### src/rtl/lc3_memaccess.sv
// lc3_memaccess: LC3 memory-access stage, one data access (direct) or pointer read + data access (indirect).
// Latency: with DMem_ready high, complete_data rises 2 edges after mem_start (direct) or 3 (indirect); +1 per wait cycle.
// Backpressure: each request is held stable until DMem_ready; after TIMEOUT_CYCLES waits it aborts with err+complete_data.

module lc3_memaccess #(
  parameter int unsigned TIMEOUT_CYCLES = 255
) (
  input  logic        clk,
  input  logic        rst,
  input  logic        mem_start,
  input  logic [2:0]  mem_state,
  input  logic        is_store,
  input  logic [15:0] M_Addr,
  input  logic [15:0] M_Data,
  input  logic [15:0] DMem_dout,
  input  logic        DMem_ready,
  output logic [15:0] DMem_addr,
  output logic [15:0] DMem_din,
  output logic        DMem_rd,
  output logic        DMem_we,
  output logic [15:0] memout,
  output logic        complete_data,
  output logic        busy,
  output logic        err
);

  typedef enum logic [1:0] {S_IDLE, S_ACC1, S_ACC2, S_DONE} state_t;

  // The wait counter is 8 bits wide, so only the low byte of the limit matters.
  localparam logic [7:0] TimeoutLimit = TIMEOUT_CYCLES[7:0];

  state_t      state_q;
  logic [15:0] addr_q;
  logic [15:0] din_q;
  logic [15:0] memout_q;
  logic        rd_q;
  logic        we_q;
  logic        cplt_q;
  logic        busy_q;
  logic        err_q;
  logic        store_q;
  logic        ind_q;
  logic [7:0]  wait_cnt_q;
  logic [7:0]  wait_cnt_d;
  logic        req_done;

  // The outstanding request completes on the edge where memory signals ready.
  assign req_done   = (rd_q | we_q) & DMem_ready;
  assign wait_cnt_d = wait_cnt_q + 8'd1;

  // Single FSM with registered outputs. busy stays high through the
  // complete_data cycle, so a new command is taken only in the IDLE cycle after it.
  always_ff @(posedge clk or negedge rst) begin
    if (!rst) begin
      state_q    <= S_IDLE;
      addr_q     <= '0;
      din_q      <= '0;
      memout_q   <= '0;
      rd_q       <= 1'b0;
      we_q       <= 1'b0;
      cplt_q     <= 1'b0;
      busy_q     <= 1'b0;
      err_q      <= 1'b0;
      store_q    <= 1'b0;
      ind_q      <= 1'b0;
      wait_cnt_q <= '0;
    end else begin
      cplt_q <= 1'b0;
      err_q  <= 1'b0;
      case (state_q)
        S_IDLE: begin
          if (busy_q) begin
            // Trailing cycle of the completion pulse: drop busy, ignore mem_start.
            busy_q <= 1'b0;
          end else if (mem_start) begin
            case (mem_state)
              3'd0, 3'd1: begin
                addr_q     <= M_Addr;
                din_q      <= M_Data;
                store_q    <= is_store;
                ind_q      <= mem_state[0];
                wait_cnt_q <= '0;
                busy_q     <= 1'b1;
                state_q    <= S_ACC1;
                // Indirect ops always read the pointer first, even for STI.
                we_q       <= is_store & ~mem_state[0];
                rd_q       <= ~(is_store & ~mem_state[0]);
              end
              3'd3: begin
                // No memory operation for this instruction.
              end
              default: err_q <= 1'b1;
            endcase
          end
        end
        S_ACC1, S_ACC2: begin
          if (req_done) begin
            wait_cnt_q <= '0;
            if (state_q == S_ACC1 && ind_q) begin
              // Pointer fetched: issue the data access at the pointer, as-is.
              addr_q  <= DMem_dout;
              state_q <= S_ACC2;
              we_q    <= store_q;
              rd_q    <= ~store_q;
            end else begin
              rd_q    <= 1'b0;
              we_q    <= 1'b0;
              if (!store_q) memout_q <= DMem_dout;
              state_q <= S_DONE;
            end
          end else if (wait_cnt_d == TimeoutLimit) begin
            // Memory never answered: abort but still complete so the pipeline moves on.
            rd_q       <= 1'b0;
            we_q       <= 1'b0;
            err_q      <= 1'b1;
            cplt_q     <= 1'b1;
            wait_cnt_q <= wait_cnt_d;
            state_q    <= S_IDLE;
          end else begin
            wait_cnt_q <= wait_cnt_d;
          end
        end
        S_DONE: begin
          cplt_q  <= 1'b1;
          state_q <= S_IDLE;
        end
        default: state_q <= S_IDLE;
      endcase
    end
  end

  assign DMem_addr     = addr_q;
  assign DMem_din      = din_q;
  assign DMem_rd       = rd_q;
  assign DMem_we       = we_q;
  assign memout        = memout_q;
  assign complete_data = cplt_q;
  assign busy          = busy_q;
  assign err           = err_q;

endmodule
### config.mk
export PLATFORM = sky130hd
export DESIGN_NAME = lc3_memaccess
export DESIGN_NICKNAME = d
export VERILOG_FILES = /design/src/rtl/lc3_memaccess.sv
export SDC_FILE = /design/constraint.sdc
export NUM_CORES = 1
export LEC_CHECK = 0
export ABC_AREA = 1
export CELL_PAD_IN_SITES_DETAIL_PLACEMENT = 1
export CELL_PAD_IN_SITES_GLOBAL_PLACEMENT = 1
export CORE_MARGIN = 2
export CORE_UTILIZATION = 33
export DETAILED_ROUTE_END_ITERATION = 8
export GPL_ROUTABILITY_DRIVEN = 0
export MAX_ROUTING_LAYER = met4
export PLACE_DENSITY = 0.82
export SETUP_SLACK_MARGIN = 0.5
export SYNTH_ARGS = -nofsm -noshare
export SYNTH_HDL_FRONTEND = slang
export SYNTH_SLANG_ARGS = --single-unit
### constraint.sdc
create_clock -name clk -period 2.2 [get_ports clk]
set_clock_uncertainty 0.15 [all_clocks]
set_input_delay 0.22 -clock clk [delete_from_list [all_inputs] [get_ports clk]]
set_output_delay 0.22 -clock clk [all_outputs]
set_load 0.005 [all_outputs]
# Yosys cells after proc, flatten, opt, wreduce, memory -nomap -nowiden
# Index checks and enable logic that the tools add are counted.
[word_totals]
register_bits = 65
out_inout_bits = 53
elab_cells = 87
[classes]
addsub = 1
eq_ne = 12
mux = 41
bitwise = 8
n_reduce_logical = 13
[ops]
columns = ["op", "count"]
rows = [
  ["16-bit 2-to-1 mux", 5],
  ["8-bit 2-to-1 mux", 4],
  ["16-bit one-hot mux with 2 select lines", 1],
  ["1-bit 2-to-1 mux", 20],
  ["8-bit one-hot mux with 2 select lines", 1],
  ["4-bit AND reduction", 4],
  ["2-bit 2-to-1 mux", 5],
  ["8-bit by 1-bit adder with 8-bit output (second input constant)", 1],
  ["8-bit equality test (second input constant)", 1],
  ["2-bit inequality test (second input constant)", 4],
  ["1-bit one-hot mux with 2 select lines", 4],
  ["2-bit one-hot mux with 3 select lines", 1],
  ["6-bit AND reduction", 1],
  ["1-bit NOT", 5],
  ["5-bit AND reduction", 1],
  ["2-bit equality test (second input constant)", 2],
  ["2-bit OR reduction", 2],
  ["3-bit by 1-bit equality test with 1-bit output (second input constant)", 1],
  ["3-bit by 2-bit equality test with 1-bit output (second input constant)", 1],
  ["3-bit zero test", 1],
  ["3-bit inequality test (second input constant)", 1],
  ["3-bit OR reduction", 1],
  ["1-bit bitwise AND", 2],
  ["2-bit by 1-bit equality test with 1-bit output (second input constant)", 1],
  ["5 further kinds", 5],
]

# Depth between registers and ports, before layout
# Gate-level depths: netlist (run 1).
[depth]
depth_word = 7
depth_mapped = 12
ltp_nobuf = 12

# Worst setup path after synthesis (run 1)
# Ideal clock, no wire load.
[synth_path]
path_kind = "flip-flop to flip-flop"
startpoint = "register state_q[0]"
endpoint = "register addr_q[11] (netlist: DMem_addr[11])"
arrival_time_ns = 1.562
required_time_ns = 1.933
setup_slack_ns = 0.370
path_stages_with_launch = 8
n_path_buf = 1
path_cell_list = "dfrtp_1 > inv_1 > ha_1 > inv_2 > nor2_4 > a211oi_4 > buf_6 > o21ai_2"
[synth_between]
elab_chain_len = 4
word_cells_on_any_way = 13
classes_between = "eq/ne (7); mux (1); reduce/logical (5)"
[synth_rtl]
columns = ["element", "line_no", "source"]
rows = [
  ["from (decl)", "32", "state_t state_q;"],
  ["from (signal assigned)", "55", "state_q <= S_IDLE;"],
  ["from (signal assigned)", "84", "state_q <= S_ACC1;"],
  ["from (signal assigned)", "102", "state_q <= S_ACC2;"],
  ["2-bit by 1-bit equality test with 1-bit output or 2-bit equality test (tied branches)", "70, 99", ""],
  ["2-bit OR reduction or 1-bit logical AND (tied branches)", "70, 99", ""],
  ["2-bit inequality test (no source line) or 2-bit nonzero test (tied branches)", "--", ""],
  ["6-bit AND reduction (no source line)", "--", ""],
  ["to (signal assigned)", "78", "addr_q <= M_Addr;"],
  ["to (signal assigned)", "101", "addr_q <= DMem_dout;"],
  ["to (decl)", "33", "logic [15:0] addr_q;"],
]
# Several ways; a longest one is shown, not always the timed one.
# A chain may end at the register's enable or synchronous reset.

# Worst setup path in the final report (run 1)
[layout_path]
startpoint = "register state_q[1]"
endpoint = "register addr_q[2] (netlist: DMem_addr[2])"
# Same word-level chain as after synthesis.

==> results of run 1 <==
cell usage after synthesis:
library cell	number	area, um2
sky130_fd_sc_hd__buf_2	4	20.0
sky130_fd_sc_hd__nand3b_1	1	7.51
sky130_fd_sc_hd__dfrtp_1	65	1630
sky130_fd_sc_hd__nand3_1	12	60.1
sky130_fd_sc_hd__a211oi_4	1	20.0
sky130_fd_sc_hd__nand2_1	88	330
sky130_fd_sc_hd__inv_2	1	3.75
sky130_fd_sc_hd__clkinv_1	1	3.75
sky130_fd_sc_hd__a21oi_1	3	15.0
sky130_fd_sc_hd__o21ai_0	48	240
sky130_fd_sc_hd__o31ai_1	1	7.51
sky130_fd_sc_hd__nor2_4	1	11.3
sky130_fd_sc_hd__inv_1	54	203
sky130_fd_sc_hd__mux2_2	16	180
sky130_fd_sc_hd__o22ai_1	5	31.3
sky130_fd_sc_hd__nor2_1	8	30.0
sky130_fd_sc_hd__ha_1	5	62.6
sky130_fd_sc_hd__buf_6	3	33.8
sky130_fd_sc_hd__o21ai_2	11	96.3
sky130_fd_sc_hd__nand4_1	2	12.5
sky130_fd_sc_hd__nor2_2	1	6.26
sky130_fd_sc_hd__nand2_2	2	12.5
sky130_fd_sc_hd__clkbuf_1	4	15.0
cells by family after synthesis:
family | Yosys count | share of synthesized area
adder cells (fa/ha/maj) | 5 | 0.0207
AO/OA/AOI/OAI | 69 | 0.135
flip-flops | 65 | 0.537
AND/OR/NAND/NOR | 115 | 0.155
buffers and inverters | 67 | 0.0921
multiplexers | 16 | 0.0595
critical path, cell delays in order (launching register included):
cell and delay (ns):
sky130_fd_sc_hd__dfrtp_1 0.40, sky130_fd_sc_hd__inv_2 0.07, sky130_fd_sc_hd__ha_4 0.28, sky130_fd_sc_hd__buf_6 0.13
sky130_fd_sc_hd__a211oi_4 0.28, sky130_fd_sc_hd__buf_6 0.16, sky130_fd_sc_hd__clkbuf_16 0.16, sky130_fd_sc_hd__nand2_2 0.05
sky130_fd_sc_hd__o21ai_2 0.06
layer usage:
layer / vias to the layer above / wire length [um] / share of wire
met3: 14 / 506 / 0.049
met1: 1415 / 4010 / 0.39
met4: 0 / 170 / 0.016
met5: - / 0 / 0
li1: 1348 / - / -
met2: 84 / 5650 / 0.55
state kept, by name (all words and copies together) (netlist names):
signal,cells
err,1
DMem_din,16
store_q,1
state_q,2
ind_q,1
busy,1
wait_cnt_q,8
DMem_addr,16
memout,16
DMem_we,1
complete_data,1
DMem_rd,1
how the worst max path moves through the flow:
| stage | slack [ns] | to |
|---|---|---|
| detailed placement | 0.16 | DMem_addr[12]$_DFFE_PN0P_ |
| global placement | 0.22 | DMem_addr[8]$_DFFE_PN0P_ |
| finish | 0.39 | DMem_addr[2]$_DFFE_PN0P_ |
| CTS | 0.44 | DMem_rd$_DFFE_PN0P_ |
| floorplan | 0.53 | DMem_addr[11]$_DFFE_PN0P_ |
| global route | 0.30 | DMem_addr[2]$_DFFE_PN0P_ |
power groups by stage:
stage	Clock [mW]	Sequential (mW)	Combinational [mW]
after floorplan	0	1.22	0.0162
after global placement	0	1.22	0.146
after detailed placement	0	1.22	0.149
after CTS	1.16	1.19	0.151
after global routing	1.22	1.19	0.169
final	1.15	1.19	0.153
timing repair:
action | CTS | global route
gates resized for setup | 29 | 66
endpoints found under the hold margin | 65 | 0
gates cloned | 3 | 3
pin swaps | 6 | 13
endpoints found under the setup margin | 46 | 63
buffers inserted | 12 | 5
hold buffers | 1 | 0
cell type report:
type                       count  area (um2)
inverter                      56         214
tap                          108         135
multi-input combinational    205        1360
clock inverter                 6        90.1
fill                         988        3780
timing repair buffer         137        1470
clock buffer                  10         128
sequential                    65        1630
through the flow:
stage                     worst slack (ns)  instance area (um2)  hold slack [ns]  instances
after global routing                 0.296                 5020            0.287        587
after floorplan                      0.528                 3040           -0.226        337
after detailed placement             0.162                 4250            0.124        547
after global placement               0.219                 4250            0.116        547
final                                0.390                 5020            0.253        587
after CTS                            0.441                 4720            0.277        579
==> impl_metrics.xml, run 1 <==
<?xml version="1.0" encoding="UTF-8"?>
<metrics>
  <group name="pwr">
    <metric name="worst_ir_drop_vdd" unit="mV">0.299</metric>
    <metric name="internal_power" unit="mW">1.93</metric>
    <metric name="pwr-share-comb" unit="">0.061</metric>
    <metric name="power.clock.fraction" unit="">0.461</metric>
    <metric name="switching_share_of_total_power" unit="">0.227</metric>
    <metric name="total_power" unit="mW">2.50</metric>
    <metric name="seq_power_share" unit="">0.478</metric>
    <metric name="leakage" unit="nW">2.32</metric>
    <metric name="netSwitchingPower" unit="uW">568</metric>
    <metric name="power.density_cell_area" unit="nW/um2">497</metric>
  </group>
  <group name="status">
    <metric name="run_status" unit="">complete, no violations</metric>
  </group>
  <group name="critical_path">
    <metric name="timing.critical_path.required" unit="ns">2.32</metric>
    <metric name="reg2reg_setup_slack" unit="ns">0.39</metric>
    <metric name="crit_arrival" unit="ns">1.93</metric>
    <metric name="critical_path.max_fanout" unit="">8</metric>
    <metric name="worstRegToRegCells" unit="">8</metric>
    <metric name="crit_path_start_kind" unit="">flip-flop</metric>
    <metric name="path_class" unit="">reg2reg</metric>
    <metric name="worst_setup_path_startpoint" unit="">state_q[1]$_DFFE_PN0P_</metric>
    <metric name="kind_of_capture_point_of_the_worst_setup_path" unit="">flip-flop</metric>
    <metric name="worst_r2r_endpoint" unit="">DMem_addr[2]$_DFFE_PN0P_</metric>
    <metric name="worstReg2RegStart" unit="">state_q[1]$_DFFE_PN0P_</metric>
  </group>
  <group name="grt">
    <metric name="first_global_vias" unit="">3174</metric>
    <metric name="groute.layer.met2.usage" unit="">0.368</metric>
    <metric name="pin_count_of_the_biggest_net_entering_global_routing" unit="">66</metric>
    <metric name="groute.layer.met1.usage" unit="">0.223</metric>
    <metric name="use_met3" unit="">0.0515</metric>
    <metric name="initial_antenna_violation_count" unit="">0</metric>
    <metric name="global_route.peak_usage_layer" unit="">met2</metric>
    <metric name="grt-ovfl-total" unit="">0</metric>
    <metric name="global_route_wire_length_before_repair" unit="um">15500</metric>
    <metric name="globalRouteTotalUtil" unit="">0.207</metric>
  </group>
  <group name="layout">
    <metric name="drive_gt1_frac" unit="">0.269</metric>
    <metric name="layout.cells.most_common" unit="">sky130_fd_sc_hd__clkdlybuf4s50_1</metric>
    <metric name="nNetsFinal" unit="">535</metric>
    <metric name="synthesis_to_finish_area_growth" unit="%">65.8</metric>
    <metric name="antenna_cells" unit="">0</metric>
    <metric name="postLayoutCoreUtil" unit="">0.570</metric>
    <metric name="layout.cells.most_common_list" unit="">sky130_fd_sc_hd__clkdlybuf4s50_1, sky130_fd_sc_hd__dfrtp_1, sky130_fd_sc_hd__nand2_1, sky130_fd_sc_hd__inv_1, sky130_fd_sc_hd__o21ai_0</metric>
  </group>
  <group name="timing">
    <metric name="timing.final.setup_violations" unit="">0</metric>
    <metric name="min_period_over_period" unit="">0.823</metric>
    <metric name="max-slew-margin-rel" unit="">0.764</metric>
    <metric name="grt_setup_unrepaired" unit="">true</metric>
    <metric name="timing.final.max_slew_violations" unit="">0</metric>
    <metric name="tightest_slew" unit="ns">0.350</metric>
    <metric name="finalCriticalPeriod" unit="ns">1.81</metric>
    <metric name="fin_setup_tns" unit="ns">0</metric>
    <metric name="maxClockFrequency" unit="GHz">0.552</metric>
    <metric name="hold_violations" unit="">0</metric>
  </group>
  <group name="min_path">
    <metric name="hold_path_class" unit="">in2async</metric>
  </group>
  <group name="drt">
    <metric name="detailedRoute.firstIterationViolations" unit="">64</metric>
    <metric name="post_drt_via_cell_ratio" unit="">4.87</metric>
    <metric name="wirelength" unit="um">10300</metric>
    <metric name="wl_per_cell" unit="um">17.6</metric>
    <metric name="detail-route-antenna-nets" unit="">0</metric>
    <metric name="drt_drc_violations_left" unit="">0</metric>
    <metric name="overall_via_count_from_detail_route" unit="">2861</metric>
    <metric name="dr.pass1.iters" unit="">4</metric>
  </group>
  <group name="cts">
    <metric name="cts_tree" unit="">done</metric>
    <metric name="clockRootBuffer" unit="">sky130_fd_sc_hd__clkbuf_8</metric>
    <metric name="cts-htree-levels" unit="">3</metric>
    <metric name="cts.sinks" unit="">65</metric>
    <metric name="clk_transition_reported_paths" unit="ns">0.08</metric>
    <metric name="cts_inserted_buffers" unit="">9</metric>
    <metric name="insertion_delay" unit="ns">0.35</metric>
    <metric name="cts_max_path_buffers" unit="">2</metric>
  </group>
  <group name="floorplan">
    <metric name="die_w" unit="um">99.8</metric>
    <metric name="initial_utilization" unit="">0.344</metric>
    <metric name="die_h" unit="um">99.8</metric>
    <metric name="placementRows" unit="">34</metric>
    <metric name="top_level_ports" unit="">109</metric>
    <metric name="core_area" unit="um2">8810</metric>
    <metric name="design.die.area" unit="um2">9960</metric>
  </group>
  <group name="yosys">
    <metric name="netlist_area" unit="um2">3030</metric>
    <metric name="net_count_of_the_mapped_netlist" unit="">398</metric>
    <metric name="avgSynthCellArea" unit="um2">8.99</metric>
    <metric name="postSynthRegisterBits" unit="">65</metric>
    <metric name="ys_warn_count" unit="">0</metric>
    <metric name="postSynthCellCount" unit="">337</metric>
    <metric name="seq_area_frac_synth" unit="">0.537</metric>
    <metric name="ys_types" unit="">23</metric>
  </group>
  <group name="flow_run">
    <metric name="maxCapViolCount" unit="">0</metric>
  </group>
  <group name="placement">
    <metric name="final_hpwl_dp" unit="um">6090</metric>
    <metric name="place.port_buffers" unit="">108</metric>
  </group>
</metrics>
Power figures use the tool's default switching activity.
==> run 2, diff against run 1 <==
clock period = 1.85 ns   (was 2.2 ns; I/O delays follow)
==> impl_metrics.xml, run 2 (same netlist as run 1, synthesis figures left out) <==
<?xml version="1.0" encoding="UTF-8"?>
<metrics>
  <group name="pwr">
    <metric name="worst_ir_drop_vdd" unit="mV">0.315</metric>
    <metric name="total_power" unit="mW">2.77</metric>
    <metric name="leakage" unit="nW">2.57</metric>
    <metric name="power.density_cell_area" unit="nW/um2">526</metric>
  </group>
  <group name="critical_path">
    <metric name="critical_path.max_fanout" unit="">8</metric>
    <metric name="worstRegToRegCells" unit="">9</metric>
    <metric name="worstReg2RegStart" unit="">state_q[0]$_DFFE_PN0P_</metric>
    <metric name="crit_arrival" unit="ns">1.97</metric>
    <metric name="cp_num_buf_inv" unit="">4</metric>
    <metric name="timing.critical_path.cells" unit="">inv_2 &gt; ha_4 &gt; inv_4 &gt; nor2_4 &gt; a211oi_4 &gt; buf_6 &gt; buf_12 &gt; nand2_2 &gt; o21ai_1</metric>
    <metric name="crit_path_start_kind" unit="">flip-flop</metric>
    <metric name="timing.critical_path.required" unit="ns">1.97</metric>
    <metric name="cpMaxStageDelayCell" unit="">sky130_fd_sc_hd__dfrtp_1</metric>
    <metric name="path_class" unit="">reg2reg</metric>
    <metric name="reg2reg_setup_slack" unit="ns">-0.004</metric>
    <metric name="worst_r2r_endpoint" unit="">DMem_addr[15]$_DFFE_PN0P_</metric>
    <metric name="peak_per_stage_delay_on_the_critical_path" unit="ns">0.41</metric>
    <metric name="timing.critical_path.max_delay_family" unit="">buffers and inverters</metric>
    <metric name="kind_of_capture_point_of_the_worst_setup_path" unit="">flip-flop</metric>
  </group>
  <group name="floorplan">
    <metric name="top_level_ports" unit="">109</metric>
    <metric name="placementRows" unit="">34</metric>
    <metric name="die_w" unit="um">99.8</metric>
    <metric name="initial_utilization" unit="">0.344</metric>
    <metric name="design.die.area" unit="um2">9960</metric>
    <metric name="core_area" unit="um2">8810</metric>
    <metric name="die_h" unit="um">99.8</metric>
  </group>
  <group name="drt">
    <metric name="detail-route-antenna-nets" unit="">0</metric>
    <metric name="drt_drc_violations_left" unit="">0</metric>
    <metric name="post_drt_via_cell_ratio" unit="">4.88</metric>
    <metric name="wirelength" unit="um">11300</metric>
    <metric name="dr.pass1.iters" unit="">4</metric>
    <metric name="wl_per_cell" unit="um">18.5</metric>
    <metric name="detailedRoute.firstIterationViolations" unit="">77</metric>
    <metric name="overall_via_count_from_detail_route" unit="">2990</metric>
  </group>
  <group name="cts">
    <metric name="clockRootBuffer" unit="">sky130_fd_sc_hd__clkbuf_8</metric>
    <metric name="clk_transition_reported_paths" unit="ns">0.08</metric>
    <metric name="cts_tree" unit="">done</metric>
    <metric name="cts_inserted_buffers" unit="">9</metric>
    <metric name="cts_max_path_buffers" unit="">2</metric>
    <metric name="insertion_delay" unit="ns">0.34</metric>
    <metric name="cts.sinks" unit="">65</metric>
    <metric name="cts-htree-levels" unit="">3</metric>
  </group>
  <group name="timing">
    <metric name="fin_setup_tns" unit="ns">-0.00387</metric>
    <metric name="grt_setup_unrepaired" unit="">true</metric>
    <metric name="finalCriticalPeriod" unit="ns">1.85</metric>
    <metric name="timing.final.max_slew_violations" unit="">0</metric>
    <metric name="min_period_over_period" unit="">1.00</metric>
    <metric name="fin_hold_ws" unit="ns">0.212</metric>
    <metric name="max-slew-margin-rel" unit="">0.758</metric>
    <metric name="hold_violations" unit="">0</metric>
    <metric name="tightest_slew" unit="ns">0.362</metric>
    <metric name="timing.final.setup_violations" unit="">1</metric>
    <metric name="maxClockFrequency" unit="GHz">0.539</metric>
    <metric name="final.setup.worst_slack" unit="ns">-0.00387</metric>
  </group>
  <group name="layout">
    <metric name="antenna_cells" unit="">0</metric>
    <metric name="layout.cells.most_common_list" unit="">sky130_fd_sc_hd__dfrtp_1, sky130_fd_sc_hd__nand2_1, sky130_fd_sc_hd__clkdlybuf4s50_1, sky130_fd_sc_hd__inv_1, sky130_fd_sc_hd__clkdlybuf4s15_1</metric>
    <metric name="nNetsFinal" unit="">562</metric>
    <metric name="postLayoutCoreUtil" unit="">0.598</metric>
    <metric name="fin_cells" unit="">613</metric>
    <metric name="drive_gt1_frac" unit="">0.327</metric>
    <metric name="synthesis_to_finish_area_growth" unit="%">74.0</metric>
    <metric name="layout.cells.most_common" unit="">sky130_fd_sc_hd__dfrtp_1</metric>
  </group>
  <group name="placement">
    <metric name="place.port_buffers" unit="">108</metric>
    <metric name="dp_cells" unit="">554</metric>
    <metric name="final_hpwl_dp" unit="um">6340</metric>
  </group>
  <group name="grt">
    <metric name="global_route_wire_length_before_repair" unit="um">15800</metric>
    <metric name="initial_antenna_violation_count" unit="">0</metric>
    <metric name="globalRouteTotalUtil" unit="">0.211</metric>
    <metric name="grt-ovfl-total" unit="">0</metric>
    <metric name="pin_count_of_the_biggest_net_entering_global_routing" unit="">66</metric>
    <metric name="first_global_vias" unit="">3242</metric>
  </group>
  <group name="min_path">
    <metric name="hold_path_class" unit="">in2async</metric>
  </group>
  <group name="status">
    <metric name="run_status" unit="">finished, violations left</metric>
    <metric name="violations" unit="">negative setup slack</metric>
  </group>
  <group name="flow_run">
    <metric name="maxCapViolCount" unit="">0</metric>
  </group>
</metrics>
==> run 2: cell count changes in the layout (fill, tap and decap cells not counted), moves of 6 or more <==
cell	change
sky130_fd_sc_hd__buf_4	+17
sky130_fd_sc_hd__buf_6	+9
sky130_fd_sc_hd__clkdlybuf4s15_1	+46
sky130_fd_sc_hd__clkdlybuf4s50_1	-52
sky130_fd_sc_hd__nand2_2	-6
sky130_fd_sc_hd__nand2_4	+7
sky130_fd_sc_hd__o21ai_0	-17
sky130_fd_sc_hd__o21ai_1	+14
==> run 2: final cells by class <==
cell class,count,area (um2)
clock inverter,2,12.5
multi-input combinational,205,1420
fill,961,3540
sequential,65,1630
tap,108,135
clock buffer,13,169
inverter,56,218
timing repair buffer,164,1690
==> run 2: worst register-to-register path: stages, from the launching register on <==
cell	delay (ns)
sky130_fd_sc_hd__dfrtp_1	0.41
sky130_fd_sc_hd__inv_2	0.07
sky130_fd_sc_hd__ha_4	0.28
sky130_fd_sc_hd__inv_4	0.08
sky130_fd_sc_hd__nor2_4	0.05
sky130_fd_sc_hd__a211oi_4	0.22
sky130_fd_sc_hd__buf_6	0.20
sky130_fd_sc_hd__buf_12	0.17
sky130_fd_sc_hd__nand2_2	0.06
sky130_fd_sc_hd__o21ai_1	0.11
==> run 2: routing by layer <==
layer,vias to the layer above,share of wire,track usage
met3,10,0.049,0.0613
li1,1401,-,-
met1,1498,0.37,0.225
met2,81,0.57,0.384
met5,-,0,-
met4,0,0.0097,0.0516
==> run 2: worst max path at each step <==
stage,startpoint,end,slack [ns],cells past startpoint
after detailed placement,mem_state[2],DMem_addr[15]$_DFFE_PN0P_,-0.10,9
after CTS,wait_cnt_q[0]$_DFFE_PN0P_,state_q[0]$_DFFE_PN0P_,0.13,12
after global placement,mem_start,DMem_addr[13]$_DFFE_PN0P_,-0.03,10
final,state_q[0]$_DFFE_PN0P_,DMem_addr[15]$_DFFE_PN0P_,-0.004,9
after global routing,wait_cnt_q[1]$_DFFE_PN0P_,state_q[0]$_DFFE_PN0P_,-0.09,12
after floorplan,state_q[0]$_DFFE_PN0P_,DMem_addr[11]$_DFFE_PN0P_,0.19,6
==> run 2: timing repair <==
action,4_1_cts,5_1_grt
cloned,3,3
endpoints found under the hold margin,65,0
gates resized for setup,120,107
pin swaps,16,14
endpoints found under the setup margin,117,107
setup buffers,22,15
hold buffers,1,0
==> run 2: where the power goes <==
group / switching (mW) / total (mW) / leakage [nW] / internal (mW)
clock network: 0.572 / 1.16 / 0.0915 / 0.588
logic: 0.0752 / 0.191 / 1.68 / 0.116
registers: 0 / 1.42 / 0.801 / 1.42
==> run 2: through the flow <==
step	area [um2]	setup slack, ns
floorplan	3070	0.194
global placement	4350	-0.0298
detailed placement	4350	-0.102
CTS	4890	0.126
global route	5270	-0.0906
finish	5270	-0.00387
==> run 3, diff against run 2 <==
RECOVER_POWER = 50   (was default)
==> impl_metrics.xml, run 3 (same netlist as run 1, synthesis figures left out) <==
<?xml version="1.0" encoding="UTF-8"?>
<metrics>
  <group name="grt">
    <metric name="groute.layer.met2.usage" unit="">0.384</metric>
    <metric name="first_global_vias" unit="">3242</metric>
    <metric name="groute.layer.met1.usage" unit="">0.225</metric>
    <metric name="global_route_wire_length_before_repair" unit="um">15800</metric>
    <metric name="pin_count_of_the_biggest_net_entering_global_routing" unit="">66</metric>
    <metric name="use_met3" unit="">0.0613</metric>
    <metric name="grt-ovfl-total" unit="">0</metric>
    <metric name="globalRouteTotalUtil" unit="">0.211</metric>
    <metric name="global_route.peak_usage_layer" unit="">met2</metric>
    <metric name="initial_antenna_violation_count" unit="">0</metric>
  </group>
  <group name="timing">
    <metric name="max-slew-margin-rel" unit="">0.398</metric>
    <metric name="grt_setup_unrepaired" unit="">true</metric>
    <metric name="finalCriticalPeriod" unit="ns">1.85</metric>
    <metric name="timing.final.max_slew_violations" unit="">0</metric>
    <metric name="tightest_slew" unit="ns">0.903</metric>
    <metric name="min_period_over_period" unit="">1.00</metric>
    <metric name="maxClockFrequency" unit="GHz">0.539</metric>
    <metric name="final.setup.worst_slack" unit="ns">-0.00393</metric>
    <metric name="fin_hold_ws" unit="ns">0.260</metric>
    <metric name="hold_violations" unit="">0</metric>
    <metric name="timing.final.setup_violations" unit="">1</metric>
  </group>
  <group name="critical_path">
    <metric name="peak_per_stage_delay_on_the_critical_path" unit="ns">0.41</metric>
    <metric name="cpMaxStageDelayCell" unit="">sky130_fd_sc_hd__dfrtp_1</metric>
    <metric name="critical_path.max_fanout" unit="">8</metric>
    <metric name="kind_of_capture_point_of_the_worst_setup_path" unit="">flip-flop</metric>
    <metric name="crit_path_start_kind" unit="">flip-flop</metric>
    <metric name="path_class" unit="">reg2reg</metric>
    <metric name="timing.critical_path.required" unit="ns">1.97</metric>
    <metric name="timing.critical_path.cells" unit="">inv_2 &gt; ha_4 &gt; inv_4 &gt; nor2_4 &gt; a211oi_4 &gt; buf_6 &gt; buf_12 &gt; nand2_2 &gt; o21ai_1</metric>
    <metric name="reg2reg_setup_slack" unit="ns">-0.004</metric>
    <metric name="crit_arrival" unit="ns">1.97</metric>
  </group>
  <group name="drt">
    <metric name="dr.pass1.iters" unit="">4</metric>
    <metric name="drt_drc_violations_left" unit="">0</metric>
    <metric name="detailedRoute.firstIterationViolations" unit="">78</metric>
    <metric name="overall_via_count_from_detail_route" unit="">2985</metric>
    <metric name="post_drt_via_cell_ratio" unit="">4.87</metric>
    <metric name="wl_per_cell" unit="um">18.5</metric>
    <metric name="detail-route-antenna-nets" unit="">0</metric>
    <metric name="wirelength" unit="um">11400</metric>
  </group>
  <group name="status">
    <metric name="violations" unit="">negative setup slack</metric>
    <metric name="run_status" unit="">finished, violations left</metric>
  </group>
  <group name="layout">
    <metric name="fin_cells" unit="">613</metric>
    <metric name="fin_area" unit="um2">5250</metric>
    <metric name="layout.cells.most_common_list" unit="">sky130_fd_sc_hd__dfrtp_1, sky130_fd_sc_hd__nand2_1, sky130_fd_sc_hd__clkdlybuf4s50_1, sky130_fd_sc_hd__inv_1, sky130_fd_sc_hd__buf_4</metric>
    <metric name="final.fill_count" unit="">957</metric>
    <metric name="drive_gt1_frac" unit="">0.321</metric>
    <metric name="layout.cells.most_common" unit="">sky130_fd_sc_hd__dfrtp_1</metric>
    <metric name="synthesis_to_finish_area_growth" unit="%">73.4</metric>
    <metric name="antenna_cells" unit="">0</metric>
    <metric name="nNetsFinal" unit="">562</metric>
  </group>
  <group name="placement">
    <metric name="dp_cells" unit="">554</metric>
    <metric name="place.port_buffers" unit="">108</metric>
    <metric name="final_hpwl_dp" unit="um">6340</metric>
    <metric name="post_dp_cell_area" unit="um2">4350</metric>
  </group>
  <group name="pwr">
    <metric name="worst_ir_drop_vdd" unit="mV">0.316</metric>
    <metric name="power.density_cell_area" unit="nW/um2">527</metric>
    <metric name="leakage" unit="nW">2.52</metric>
    <metric name="total_power" unit="mW">2.77</metric>
  </group>
  <group name="cts">
    <metric name="clockRootBuffer" unit="">sky130_fd_sc_hd__clkbuf_8</metric>
    <metric name="cts.sinks" unit="">65</metric>
    <metric name="cts-htree-levels" unit="">3</metric>
    <metric name="cts_tree" unit="">done</metric>
    <metric name="cts_inserted_buffers" unit="">9</metric>
    <metric name="cts_max_path_buffers" unit="">2</metric>
    <metric name="clk_transition_reported_paths" unit="ns">0.08</metric>
    <metric name="insertion_delay" unit="ns">0.35</metric>
  </group>
  <group name="floorplan">
    <metric name="placementRows" unit="">34</metric>
    <metric name="core_area" unit="um2">8810</metric>
    <metric name="design.die.area" unit="um2">9960</metric>
    <metric name="die_w" unit="um">99.8</metric>
    <metric name="top_level_ports" unit="">109</metric>
    <metric name="die_h" unit="um">99.8</metric>
    <metric name="initial_utilization" unit="">0.344</metric>
  </group>
  <group name="min_path">
    <metric name="hold_path_class" unit="">in2reg</metric>
  </group>
  <group name="flow_run">
    <metric name="maxCapViolCount" unit="">0</metric>
  </group>
</metrics>
[run 3: path summary, 6_finish.rpt]
| path | from | endpoint | cells past startpoint |
|---|---|---|---|
| setup / recovery | state_q[0]$_DFFE_PN0P_ | DMem_addr[15]$_DFFE_PN0P_ | 9 |
| hold / removal | DMem_dout[7] | memout[7]$_DFFE_PN0P_ | 3 |
| setup reg to reg | state_q[0]$_DFFE_PN0P_ | DMem_addr[15]$_DFFE_PN0P_ | 9 |
| hold reg to reg | memout[7]$_DFFE_PN0P_ | memout[7]$_DFFE_PN0P_ | 2 |
| max in group asynchronous | rst | wait_cnt_q[3]$_DFFE_PN0P_ | 3 |
| min in group asynchronous | rst | memout[15]$_DFFE_PN0P_ | 3 |
[run 3: what timing repair did]
action                                 in CTS  in global routing
pin swaps                                  16                 14
gates cloned                                3                  3
gates resized for setup                   120                107
endpoints found under the hold margin      65                  0
hold buffers                                1                  0
setup endpoints to repair                 117                107
buffers inserted                           22                 15
[run 3: worst max-delay path, delay by kind of cell (launching register included)]
| family | cells | cell delay (ns) |
|---|---|---|
| buffers and inverters | 4 | 0.49 |
| flip-flops | 1 | 0.41 |
| AO/OA/AOI/OAI | 2 | 0.33 |
| adder cells (fa/ha/maj) | 1 | 0.28 |
| AND/OR/NAND/NOR | 2 | 0.11 |
[run 3: report_power, final]
part           leakage [nW]  switching [mW]  internal (mW)
registers             0.801               0           1.42
logic                  1.63          0.0745          0.113
clock network        0.0915           0.574          0.588
[run 3: metrics by stage]
step / TNS, ns / util / setup WS [ns]
after floorplan: 0 / - / 0.194
after global placement: -0.429 / 0.494 / -0.0298
after detailed placement: -1.29 / 0.494 / -0.102
after CTS: 0 / 0.556 / 0.126
after global routing: -0.399 / 0.597 / -0.0906
final: -0.00393 / 0.597 / -0.00393
[run 3: cell type report]
type	instances	area (um2)	share of cell area
Sequential cell	65	1630	0.310
Clock inverter	2	12.5	0.00238
Multi-Input combinational cell	205	1420	0.270
Clock buffer	13	169	0.0322
Tap cell	108	135	0.0257
Timing Repair Buffer	164	1670	0.318
Inverter	56	218	0.0414
[run 3: per-layer routing]
| metal | routed length, um | share of wire |
|---|---|---|
| met4 | 111 | 0.0098 |
| met3 | 543 | 0.048 |
| met2 | 6530 | 0.57 |
| met5 | 0 | 0 |
| met1 | 4190 | 0.37 |
